--- src/rtl/ahb3lite_bus_arbiter.sv ---
// rtl/ahb3lite_bus_arbiter.sv - AHB3-Lite round-robin arbiter with fixed-burst locking (option macro: ARB_FIXED_PRIORITY_EN)
module ahb3lite_bus_arbiter #(
    parameter int NUM_MASTERS = 2,
    parameter int PARK_MASTER = 0
) (
    input  logic                      HCLK,
    input  logic                      HRESET,
    input  logic [NUM_MASTERS-1:0]    m_req,
    input  logic [NUM_MASTERS*32-1:0] m_haddr,
    input  logic [NUM_MASTERS*2-1:0]  m_htrans,
    input  logic [NUM_MASTERS*3-1:0]  m_hburst,
    input  logic [NUM_MASTERS*3-1:0]  m_hsize,
    input  logic [NUM_MASTERS-1:0]    m_hwrite,
    input  logic                      HREADY,
    input  logic                      HRESP,
    output logic [NUM_MASTERS-1:0]    HGRANT,
    output logic [1:0]                HMASTER,
    output logic [1:0]                HMASTER_D,
    output logic [31:0]               HADDR,
    output logic [1:0]                HTRANS,
    output logic [2:0]                HBURST,
    output logic [2:0]                HSIZE,
    output logic                      HWRITE
);

    localparam logic [1:0] TR_IDLE   = 2'd0;
    localparam logic [1:0] TR_NONSEQ = 2'd2;
    localparam logic [1:0] TR_SEQ    = 2'd3;
    localparam logic [2:0] BU_SINGLE = 3'd0;
    localparam logic [1:0] PARK_IDX  = PARK_MASTER[1:0];

    typedef enum logic [1:0] {ST_PARK, ST_OWN, ST_BURST, ST_ARB} state_t;

    state_t                   r_state;
    logic [1:0]               r_own;
    logic [4:0]               r_beat_cnt;
    logic                     r_lock;
    logic [NUM_MASTERS-1:0]   r_hgrant;
    logic [1:0]               r_hmaster;
    logic [1:0]               r_hmaster_d;

    logic                     w_own_ok;
    int                       w_idx;
    logic                     w_owner_req;
    logic [1:0]               w_htrans;
    logic [2:0]               w_hburst;
    logic                     w_fixed;
    logic [4:0]               w_len;
    logic                     w_accept;
    logic                     w_others;
    logic                     w_elig;
    logic                     w_any;
    logic [1:0]               w_next;
    int                       w_best;
    int                       w_dist;
    logic [NUM_MASTERS-1:0]   w_own_oh;

    function automatic logic [NUM_MASTERS-1:0] onehot(input logic [1:0] idx);
        logic [NUM_MASTERS-1:0] oh;
        for (int i = 0; i < NUM_MASTERS; i++) begin
            oh[i] = (idx == 2'(i));
        end
        return oh;
    endfunction

    // Owner decode and slave-side control mux; a non-requesting owner presents IDLE
    always_comb begin
        w_own_ok    = (int'(r_own) < NUM_MASTERS);
        w_idx       = w_own_ok ? int'(r_own) : PARK_MASTER;
        w_owner_req = w_own_ok && m_req[w_idx];
        w_htrans    = w_owner_req ? m_htrans[2*w_idx +: 2] : TR_IDLE;
        w_hburst    = m_hburst[3*w_idx +: 3];
        w_fixed     = (w_hburst >= 3'd2);
        case (w_hburst)
            3'd2, 3'd3: w_len = 5'd4;
            3'd4, 3'd5: w_len = 5'd8;
            3'd6, 3'd7: w_len = 5'd16;
            default:    w_len = 5'd1;
        endcase
        w_accept  = HREADY && ((w_htrans == TR_NONSEQ) || (w_htrans == TR_SEQ));
        w_own_oh  = onehot(w_own_ok ? r_own : PARK_IDX);
        w_others  = |(m_req & ~w_own_oh);
        w_any     = |m_req;
        // SINGLE beats and IDLE cycles release the bus to a waiting master; INCR holds it
        w_elig    = !w_owner_req ||
                    (w_others && ((w_htrans == TR_IDLE) ||
                                  ((w_htrans == TR_NONSEQ) && (w_hburst == BU_SINGLE))));
        HADDR     = m_haddr[32*w_idx +: 32];
        HTRANS    = w_htrans;
        HBURST    = w_hburst;
        HSIZE     = m_hsize[3*w_idx +: 3];
        HWRITE    = m_hwrite[w_idx];
    end

    // Next owner: smallest priority distance wins; the current owner ranks last in round-robin
    always_comb begin
        w_next = PARK_IDX;
        w_best = NUM_MASTERS + 1;
        w_dist = 0;
        for (int j = 0; j < NUM_MASTERS; j++) begin
            if (m_req[j]) begin
`ifdef ARB_FIXED_PRIORITY_EN
                w_dist = j;
`else
                w_dist = (j - int'(r_own) + 2*NUM_MASTERS) % NUM_MASTERS;
                if (w_dist == 0) begin
                    w_dist = NUM_MASTERS;
                end
`endif
                if (w_dist < w_best) begin
                    w_best = w_dist;
                    w_next = 2'(j);
                end
            end
        end
    end

    // Arbitration FSM, beat counter, burst lock and registered grant outputs
    always_ff @(posedge HCLK or posedge HRESET) begin
        if (HRESET) begin
            r_state     <= ST_PARK;
            r_own       <= PARK_IDX;
            r_beat_cnt  <= 5'd0;
            r_lock      <= 1'b0;
            r_hgrant    <= onehot(PARK_IDX);
            r_hmaster   <= PARK_IDX;
            r_hmaster_d <= PARK_IDX;
        end else begin
            if (HREADY) begin
                r_hgrant    <= w_own_oh;
                r_hmaster   <= w_own_ok ? r_own : PARK_IDX;
                r_hmaster_d <= r_hmaster;
            end
            if (!w_own_ok) begin
                r_state    <= ST_PARK;
                r_own      <= PARK_IDX;
                r_lock     <= 1'b0;
                r_beat_cnt <= 5'd0;
            end else begin
                case (r_state)
                    ST_PARK: begin
                        if (HREADY && w_any) begin
                            r_own   <= m_req[PARK_MASTER] ? PARK_IDX : w_next;
                            r_state <= ST_OWN;
                        end
                    end
                    ST_OWN: begin
                        if (w_accept) begin
                            r_beat_cnt <= (w_htrans == TR_NONSEQ) ? 5'd1 : r_beat_cnt + 5'd1;
                        end
                        if (w_accept && (w_htrans == TR_NONSEQ) && w_fixed) begin
                            r_lock  <= 1'b1;
                            r_state <= ST_BURST;
                        end else if (HREADY && w_elig) begin
                            r_state <= ST_ARB;
                        end
                    end
                    ST_BURST: begin
                        if (!HREADY && HRESP) begin
                            r_lock  <= 1'b0;
                            r_state <= ST_OWN;
                        end else if (w_accept) begin
                            if (w_htrans == TR_NONSEQ) begin
                                r_beat_cnt <= 5'd1;
                                r_lock     <= w_fixed;
                                r_state    <= w_fixed ? ST_BURST : ST_OWN;
                            end else begin
                                r_beat_cnt <= r_beat_cnt + 5'd1;
                                if (r_beat_cnt == w_len - 5'd1) begin
                                    r_lock  <= 1'b0;
                                    r_state <= ST_OWN;
                                end
                            end
                        end
                    end
                    ST_ARB: begin
                        r_own   <= w_any ? w_next : PARK_IDX;
                        r_state <= w_any ? ST_OWN : ST_PARK;
                    end
                    default: begin
                        r_state <= ST_PARK;
                    end
                endcase
            end
        end
    end

    assign HGRANT    = r_hgrant;
    assign HMASTER   = r_hmaster;
    assign HMASTER_D = r_hmaster_d;

endmodule

--- config.mk ---
export PLATFORM = sky130hd
export DESIGN_NAME = ahb3lite_bus_arbiter
export DESIGN_NICKNAME = d
export VERILOG_FILES = /design/src/rtl/ahb3lite_bus_arbiter.sv
export SDC_FILE = /design/constraint.sdc
export NUM_CORES = 1
export LEC_CHECK = 0
export CORE_MARGIN = 2
export CORE_UTILIZATION = 27
export CTS_BUF_LIST = sky130_fd_sc_hd__clkbuf_16
export DETAILED_ROUTE_END_ITERATION = 12
export PLACE_DENSITY = 0.77
export SLEW_MARGIN = 20
export SYNTH_ARGS = -nofsm -noshare
export SYNTH_HDL_FRONTEND = slang
export SYNTH_SLANG_ARGS = --single-unit
--- constraint.sdc ---
create_clock -name HCLK -period 1.85 [get_ports HCLK]
set_input_delay 0.2775 -clock HCLK [delete_from_list [all_inputs] [get_ports HCLK]]
set_output_delay 0.2775 -clock HCLK [all_outputs]
set_load 0.01 [all_outputs]
# Word level (Yosys, flattened, before mapping)
# Index checks and enable logic that the tools add are counted.
op_classes:
  n_reduce_logical: 28
  shift: 4
  eq_ne: 20
  n_addsub: 6
  muxes: 39
  mul: 1
  bitwise_logic: 4
  n_lt_le_gt_ge: 5
ops:
  columns: ["cell", "count"]
  rows:
  - ["$mux 32", 6]
  - ["$logic_not 32->1", 2]
  - ["$shiftx 64x8->32", 1]
  - ["$lt 32x3->1 const B", 1]
  - ["$lt 32x32->1", 1]
  - ["$mux 2", 16]
  - ["$shiftx 6x32->3", 1]
  - ["$mux 5", 4]
  - ["$pmux 5 s3", 1]
  - ["$eq 3x3->1 const B", 4]
  - ["$add 3x4->5 const B", 2]
  - ["$pmux 5 s2", 1]
  - ["$reduce_or 2->1", 5]
  - ["$logic_and 1x1->1", 9]
  - ["$mux 1", 9]
  - ["$eq 2x2->1 const B", 4]
  - ["$ne 4x4->1 const B", 2]
  - ["$pmux 2 s4", 1]
  - ["$eq 3x2->1 const B", 2]
  - ["$logic_not 2->1", 3]
  - ["$ne 3x1->1 const B", 2]
  - ["$ne 3x3->1 const B", 2]
  - ["$shiftx 6x5->3", 1]
  - ["$sub 1x2->3 const A", 2]
  - ["other kinds (18)", 25]
totals:
  output_inout_bits: 47
  register_bits: 15
  inputBits: 88

# Logic depth before layout (Yosys ltp)
# Gate-level depths: netlist of the first run.
depth:
  depth_word: 17
  ltp_mapped: 8
  mapped_depth_nobuf: 7

# Worst setup path before layout of the first run
# OpenSTA, ideal clock, no wires.
synth_path:
  path_type: "reg2reg"
  start: "register r_own[0]"
  end: "register r_state[0]"
  n_path_buf: 1
  synth_period_minus_slack_ps: 1842
  required_time_ps: 1725
  setup_ps: 125
  setup_slack_ps: 8
  t_arrival_ps: 1717
  path_stages_with_launch: 7
  cell_sequence: "dfrtp_1 > buf_6 > mux2_4 > o31a_1 > o31ai_4 > o21ai_2 > mux2_4"
synth_via:
  elab_cells_between_ends: 55
  classes_between: "add/sub: 1; mul: 1; order compare: 2; eq/ne: 14; shift: 2; mux: 14; bitwise: 2; reduce/logical: 19"
synth_rtl:
  columns: ["item", "line_no", "text"]
  rows:
  - ["start: declaration", "35", "logic [1:0] r_own;"]
  - ["start signal: assignment", "143", "r_own <= m_req[PARK_MASTER] ? PARK_IDX : w_next;"]
  - ["start signal: assignment", "177", "r_own <= w_any ? w_next : PARK_IDX;"]
  - ["$lt 2x2->1", "68", "w_own_ok = (int'(r_own) < NUM_MASTERS);"]
  - ["$mux 2 *", "69", "w_idx = w_own_ok ? int'(r_own) : PARK_MASTER;"]
  - ["$mul 2x2->4 *", "72", "w_hburst = m_hburst[3*w_idx +: 3];"]
  - ["$shiftx 6x32->3 *", "72", null]
  - ["via HBURST[2]", "21", "output logic [2:0] HBURST,"]
  - ["branches (longest 8 deep; another with $sub 5x1->5)", null, null]
  - ["end signal: assignment", "166", "r_state <= w_fixed ? ST_BURST : ST_OWN;"]
  - ["end signal: assignment", "178", "r_state <= w_any ? ST_OWN : ST_PARK;"]
  - ["end: declaration", "34", "state_t r_state;"]
# Mark *: on every way through the listed nets, which the timed path passes. The select of a mux whose other input is x is not followed.
# A chain may end at the register's enable or synchronous reset.

# Final worst setup path of the first run
layout_path:
  start: "register r_own[0]"
  end: "register r_state[0]"
layout_via:
  elab_chain_cells: 15
  elab_cells_between_ends: 55
  classes_between: "add/sub: 1; mul: 1; order compare: 2; eq/ne: 14; shift: 2; mux: 14; bitwise: 2; reduce/logical: 19"
layout_lines:
  columns: ["item"]
  rows:
  - ["branches (longest 15 deep; another with $sub 5x1->5)"]
# Parallel ways; which one is timed is not known. The select of a mux whose other input is x is not followed.

==> results of run 1 <==
[cell usage after synthesis (2+ instances only)]
| cell type | count |
|---|---|
| o21ai_1 | 5 |
| mux2_2 | 39 |
| nand2b_1 | 2 |
| buf_4 | 3 |
| buf_1 | 4 |
| nand3_1 | 6 |
| a21oi_1 | 8 |
| inv_1 | 8 |
| nor2_1 | 9 |
| dfrtp_1 | 10 |
| mux2i_1 | 2 |
| mux2_4 | 2 |
| nand2_1 | 9 |
| a211o_1 | 2 |
| o21ai_0 | 9 |
| o211ai_1 | 3 |
| nor3_1 | 5 |
| ha_1 | 6 |
| nor2b_1 | 2 |
[power by group]
part	switching (W)	total, W	leakage (nW)	internal [W]
combinational	0.000897	0.00210	1.12	0.00120
clock	0.000105	0.000389	0.0423	0.000284
sequential	0.000133	0.000483	0.133	0.000350
total	0.00113	0.00297	1.29	0.00184
[area by class of cell]
cell class / count / area share (%)
inverters: 9 / 1.11
multi-input cells: 124 / 35.4
repair buffers: 158 / 49.1
clock inverters: 1 / 0.123
flip-flops and latches: 11 / 9.10
well taps: 67 / 2.75
clock buffers: 3 / 2.46
[worst min path at each step]
stage,end,slack (ns),depth (start not counted)
after floorplan,HGRANT[1],0.13,1
after global placement,HGRANT[0],0.48,2
after detailed placement,HGRANT[0],0.48,2
after CTS,r_state[1],0.37,2
after global routing,r_state[1],0.39,2
final,r_state[1],0.35,2
[routing by layer]
layer / wire (um) / GRT usage, % / up-vias / share of wire (%)
met3: 274 / 2.78 / 8 / 4.8
met4: 97 / 4.87 / 0 / 1.7
li1: - / - / 857 / -
met2: 3250 / 36.2 / 63 / 57
met5: 0 / 0 / - / 0
met1: 2070 / 21.7 / 806 / 36
[worst max-delay path, delay by kind of cell (launching register included)]
| family | cells | cell delay (ns) |
|---|---|---|
| buffers and inverters | 2 | 0.34 |
| and+or+nand+nor | 1 | 0.09 |
| muxes | 1 | 0.29 |
| AOI/OAI and AO/OA | 4 | 0.63 |
| DFF | 1 | 0.44 |
[state kept, by name, summed over array words and instances (netlist names)]
signal and flops:
HGRANT 2, HMASTER_D 1, r_state 2, r_own 1, r_beat_cnt 5
[cells by family (layout without fill, tap and decap cells)]
family	after synthesis	after routing
and+or+nand+nor	37	37
adders and majority gates	6	6
DFF	11	11
buffers and inverters	19	171
muxes	44	44
AOI/OAI and AO/OA	35	35
other	1	2
[through the flow]
step / setup slack (ns) / util [%]
floorplan: 0.00839 / -
finish: -0.0808 / 63.4
global route: -0.169 / 63.4
global placement: -0.212 / 59.5
detailed placement: -0.310 / 59.5
CTS: -0.148 / 62.3
[timing repair]
action | in CTS | in global routing
resized for setup | 65 | 11
pin swaps | 6 | 6
setup endpoints to repair | 43 | 45
gates cloned | 0 | 1
buffers inserted | 7 | 4
==> results.toml, run 1 <==
[run_status]
status = "finished with violations"
violations = "setup timing"

[clocking]
cts-root-buf = "clkbuf_16"
cts.sinks = 11
path_clk_slew_ns = 0.04
numCtsBuffers = 3
h-tree-depth = 1
clk_path_buf_depth = 2
ctsHoldBuffers = 0
worst_skew_pair.late_latency_ns = 0.24
cts_tree = "built"

[sta]
fin_crit_sh_pct = 104
finalSetupViolCount = 29
worst_slack_ns = -0.0808
finalClockSkew_ns = 0.00250
fin_hold_ws_ns = 0.351
hold_viol_final = 0
finalMaxSlewViolations = 0
rsz0062_at_grt = "yes"
final.setup.tns_ns = -1.07
min_period_ns = 1.93
fmax_mhz = 518

[synth]
ys_warn_count = 0
synth_edf_count = 0
synth_cell_types = 38
synth_top_area_share_pct = 32.0
async_flop_share_pct = 100
synthFlopType = "dfrtp_1"
synth_top_family_by_area = "multiplexers"
yosysTopAreaCell = "mux2_2"
synthTopCellsByArea = "mux2_2 32%, dfrtp_1 18%, ha_1 5.5%"
synth-adder-area-share_pct = 5.47
synth-compound-area-share_pct = 17.6
syn_area_per_cell_sq_um = 8.97
synth-simple-area-share_pct = 13.2
synth_xor_area_share_pct = 0
synthesis.area_sq_um = 1370
yosys_register_bits = 11
ys_seq_area_share_pct = 20.1
synth.mux.area_fraction_pct = 36.6
synth_cells = 153

[pwr]
power_density_nw_per_um2 = 973
leakage_nw = 1.29
peakVddDrop_mv = 0.692
power_w = 0.00297

[layout]
fin_nets = 401
multi_input_area_sq_um = 1080
antenna_cells = 0
finish.instance_area_sq_um = 3050
area_delta_synth_final_pct = 122
layout-drive-gt1-share_pct = 31.0
layout_common_cells = "90 x clkdlybuf4s50_1, 39 x mux2_2, 35 x dlygate4sd2_1"
final_common_cell = "clkdlybuf4s50_1"
fillCellCount = 430
seqCellArea_sq_um = 278
layout.cells.non_filler = 373

[placement]
placed_area_sq_um = 2870
post-place-cells = 360
gp_congestion = 0.809
dpl.hpwl_um = 4540
io_buffer_count = 132

[run]
max_cap_viol_count = 0

[detailed_routing]
drt_wl_total_um = 5700
ant_nets = 0
num_vias = 1734
wl_per_cell_um = 15.3
viasPerCell = 4.65
drt_pre_antenna_iters = 4
drt_iter0_drc = 28
drc = 0

[global_route]
grt_max_degree = 35
grt_pass1_vias = 1846
grt_first_pass_wirelength_um = 8330
grt_overflow = 0
antenna_found_initial = 0
grt_use_total_pct = 18.9

[critical_path]
crit_type = "register to register"
cp_max_fo = 17
startpoint_type = "register"
cp_slowest_cell = "dfrtp_2"
critPathCaptureType = "register"
arrival_ns = 2.05
crit_path_max_incr_delay_ns = 0.44
ff2ff_path_depth = 8
crit_path_cell_trace = "buf_4 > clkbuf_16 > nand2_1 > o22ai_1 > a211o_1 > a31oi_4 > o21ai_2 > mux2_4"
crit_end = "r_state[0]"
cp.required_ns = 1.97
r2r_start = "r_own[0]"
reg2reg_to = "r_state[0]"
cp-startpoint = "r_own[0]"
r2r_slack_ns = -0.08

[floorplanning]
die-width_um = 75.3
initial_utilization_pct = 28.5
die_h_um = 75.3
design.die.area_sq_um = 5670
fp.coreArea_sq_um = 4820
ios = 135
num_rows = 25

[worst_hold_path]
hold_class = "input port to asynchronous set/reset pin"
(Power assumes the default switching activity.)
==> run 2: changes to the inputs <==
--- a/config.mk
+++ b/config.mk
@@ -9,6 +9,7 @@
 export CORE_UTILIZATION = 27
 export CTS_BUF_LIST = sky130_fd_sc_hd__clkbuf_16
 export DETAILED_ROUTE_END_ITERATION = 12
+export MAX_ROUTING_LAYER = met4
 export PLACE_DENSITY = 0.77
 export SLEW_MARGIN = 20
 export SYNTH_ARGS = -nofsm -noshare
==> constraint.sdc (replaced) <==
create_clock -name HCLK -period 1.55 [get_ports HCLK]
set_input_delay 0.2325 -clock HCLK [delete_from_list [all_inputs] [get_ports HCLK]]
set_output_delay 0.2325 -clock HCLK [all_outputs]
set_load 0.01 [all_outputs]
==> run 2 against run 1 <==
Compared with the run above:
- final cell count up 8.0%
- sequential share of layout area fell by 1.4 points
- highest routed layer unchanged
- the run still ends with setup timing left
- count of clock-buffer cells in the layout did not move
- design area is 18% higher
- sequential power is 14% higher
- flip-flop and latch count is the same
- wire length grew 16%
- largest cell class unchanged
- worst hold slack got worse by 0.065 ns
- maximum frequency shrank 0.98%
- combinational power grew 79%
==> results.toml, run 2 (synthesis results as in run 1) <==
[run_status]
status = "finished with violations"
violations = "setup timing"

[layout]
antenna_cells = 0
layout_common_cells = "91 x clkdlybuf4s50_1, 49 x buf_6, 30 x mux2_4, 30 x buf_4, 11 x mux2_2"
fin_nets = 431
largest_register_ffs = 5
area_delta_synth_final_pct = 163
regMostFlops = "r_beat_cnt"
layout-drive-gt1-share_pct = 46.4
seqCellArea_sq_um = 278
fillCellCount = 321
finish.instance_area_sq_um = 3610
multi_input_area_sq_um = 1220
final_common_cell = "clkdlybuf4s50_1"

[sta]
min_period_ns = 1.95
fin_crit_sh_pct = 126
worst_slack_ns = -0.400
finalSetupViolCount = 47
hold_viol_final = 0
finalClockSkew_ns = 0.00127
fmax_mhz = 513
finalMaxSlewViolations = 0
rsz0062_at_grt = "yes"

[critical_path]
crit_type = "register to register"
startpoint_type = "register"
critPathTopFamily = "compound AO/OA/AOI/OAI gates"
cp_slowest_cell = "dfrtp_2"
critPathCaptureType = "register"
cp_max_fo = 7
crit_path_cell_trace = "buf_6 > nand2b_4 > o21ai_4 > nand3_2 > o31ai_4 > o21ai_2 > mux2_4"
arrival_ns = 2.08
crit_cells = 7
ff2ff_path_depth = 7
crit_path_max_incr_delay_ns = 0.47
cp.required_ns = 1.68
crit_buf_inv = 1

[clocking]
worst_skew_pair.late_latency_ns = 0.24
h-tree-depth = 1
cts_tree = "built"
cts-root-buf = "clkbuf_16"
clk_path_buf_depth = 2
cts.sinks = 11
ctsHoldBuffers = 0
numCtsBuffers = 3
path_clk_slew_ns = 0.04

[detailed_routing]
drt_wl_total_um = 6600
viasPerCell = 4.80
ant_nets = 0
drt_iter0_drc = 47
drt_pre_antenna_iters = 4
wl_per_cell_um = 16.4
drc = 0
num_vias = 1935

[floorplanning]
fp.coreArea_sq_um = 4820
design.die.area_sq_um = 5670
initial_utilization_pct = 28.5
num_rows = 25
die-width_um = 75.3
ios = 135
die_h_um = 75.3

[global_route]
grt_overflow = 0
use_met2_pct = 40.1
top_usage_layer = "met2"
global_route.usage.met1_pct = 21.6
antenna_found_initial = 0
gr-usage-met3_pct = 2.78
grt_use_total_pct = 21.0
grt_first_pass_wirelength_um = 8960
grt_max_degree = 12
grt_pass1_vias = 1905

[placement]
post-place-ws_ns = -0.512
dpl.hpwl_um = 4570
gp_congestion = 0.819
placed_area_sq_um = 2970
io_buffer_count = 132

[pwr]
peakVddDrop_mv = 1.10
power_w = 0.00477
leakage_nw = 1.61
power_density_nw_per_um2 = 1320

[worst_hold_path]
hold_class = "input port to asynchronous set/reset pin"

[run]
max_cap_viol_count = 0
==> run 2: changes by cell type in the layout (fill, tap and decap cells not counted), moves of 2 or more <==
cell	change
buf_6	+47
o21ai_0	-2
buf_8	+2
dlygate4sd2_1	-28
buf_4	+8
mux2_4	+28
mux2_2	-28
==> run 2: final cells by class <==
cell class / count / area share (%)
timing repair buffer: 188 / 53.2
multi-input combinational: 124 / 33.7
sequential: 11 / 7.69
tap: 67 / 2.32
clock buffer: 3 / 2.08
inverter: 9 / 0.936
clock inverter: 1 / 0.104
==> run 2: what timing repair did <==
action | CTS | global route
pin swaps | 4 | 4
buffers inserted | 19 | 12
cloned | 2 | 0
resized for setup | 233 | 19
endpoints found under the setup margin | 48 | 48
==> run 2: per-layer routing <==
layer / part of all wire [%] / wire, um
met3: 8.2 / 538
met5: 0 / 0
met2: 54 / 3540
met1: 36 / 2370
met4: 2.3 / 150
==> run 2: where the power goes <==
part	internal, W	switching (W)	total (W)
logic	0.00236	0.00139	0.00375
clock network	0.000339	0.000138	0.000477
registers	0.000418	0.000131	0.000549
==> run 2: per-stage QoR <==
stage	utilization, %	setup TNS [ns]	hold WS (ns)	instances
final	75.0	-11.44	0.287	403
after global routing	75.0	-13.12	0.342	403
after floorplan	-	-0.332	0.0842	154
after global placement	61.7	-13.49	0.477	372
after CTS	72.4	-9.41	0.302	396
after detailed placement	61.7	-14.14	0.491	372
==> run 2: final timing paths <==
check | startpoint | endpoint | slack, ns
max | r_own[0] | r_state[0] | -0.40
min | HRESET | r_beat_cnt[0] | 0.29
max reg2reg | r_own[0] | r_state[0] | -0.40
min reg2reg | HGRANT[0] | HGRANT[0] | 0.49
max in group asynchronous | HRESET | HGRANT[0] | 0.93
min in group HCLK | HGRANT[0] | HGRANT[0] | 0.49
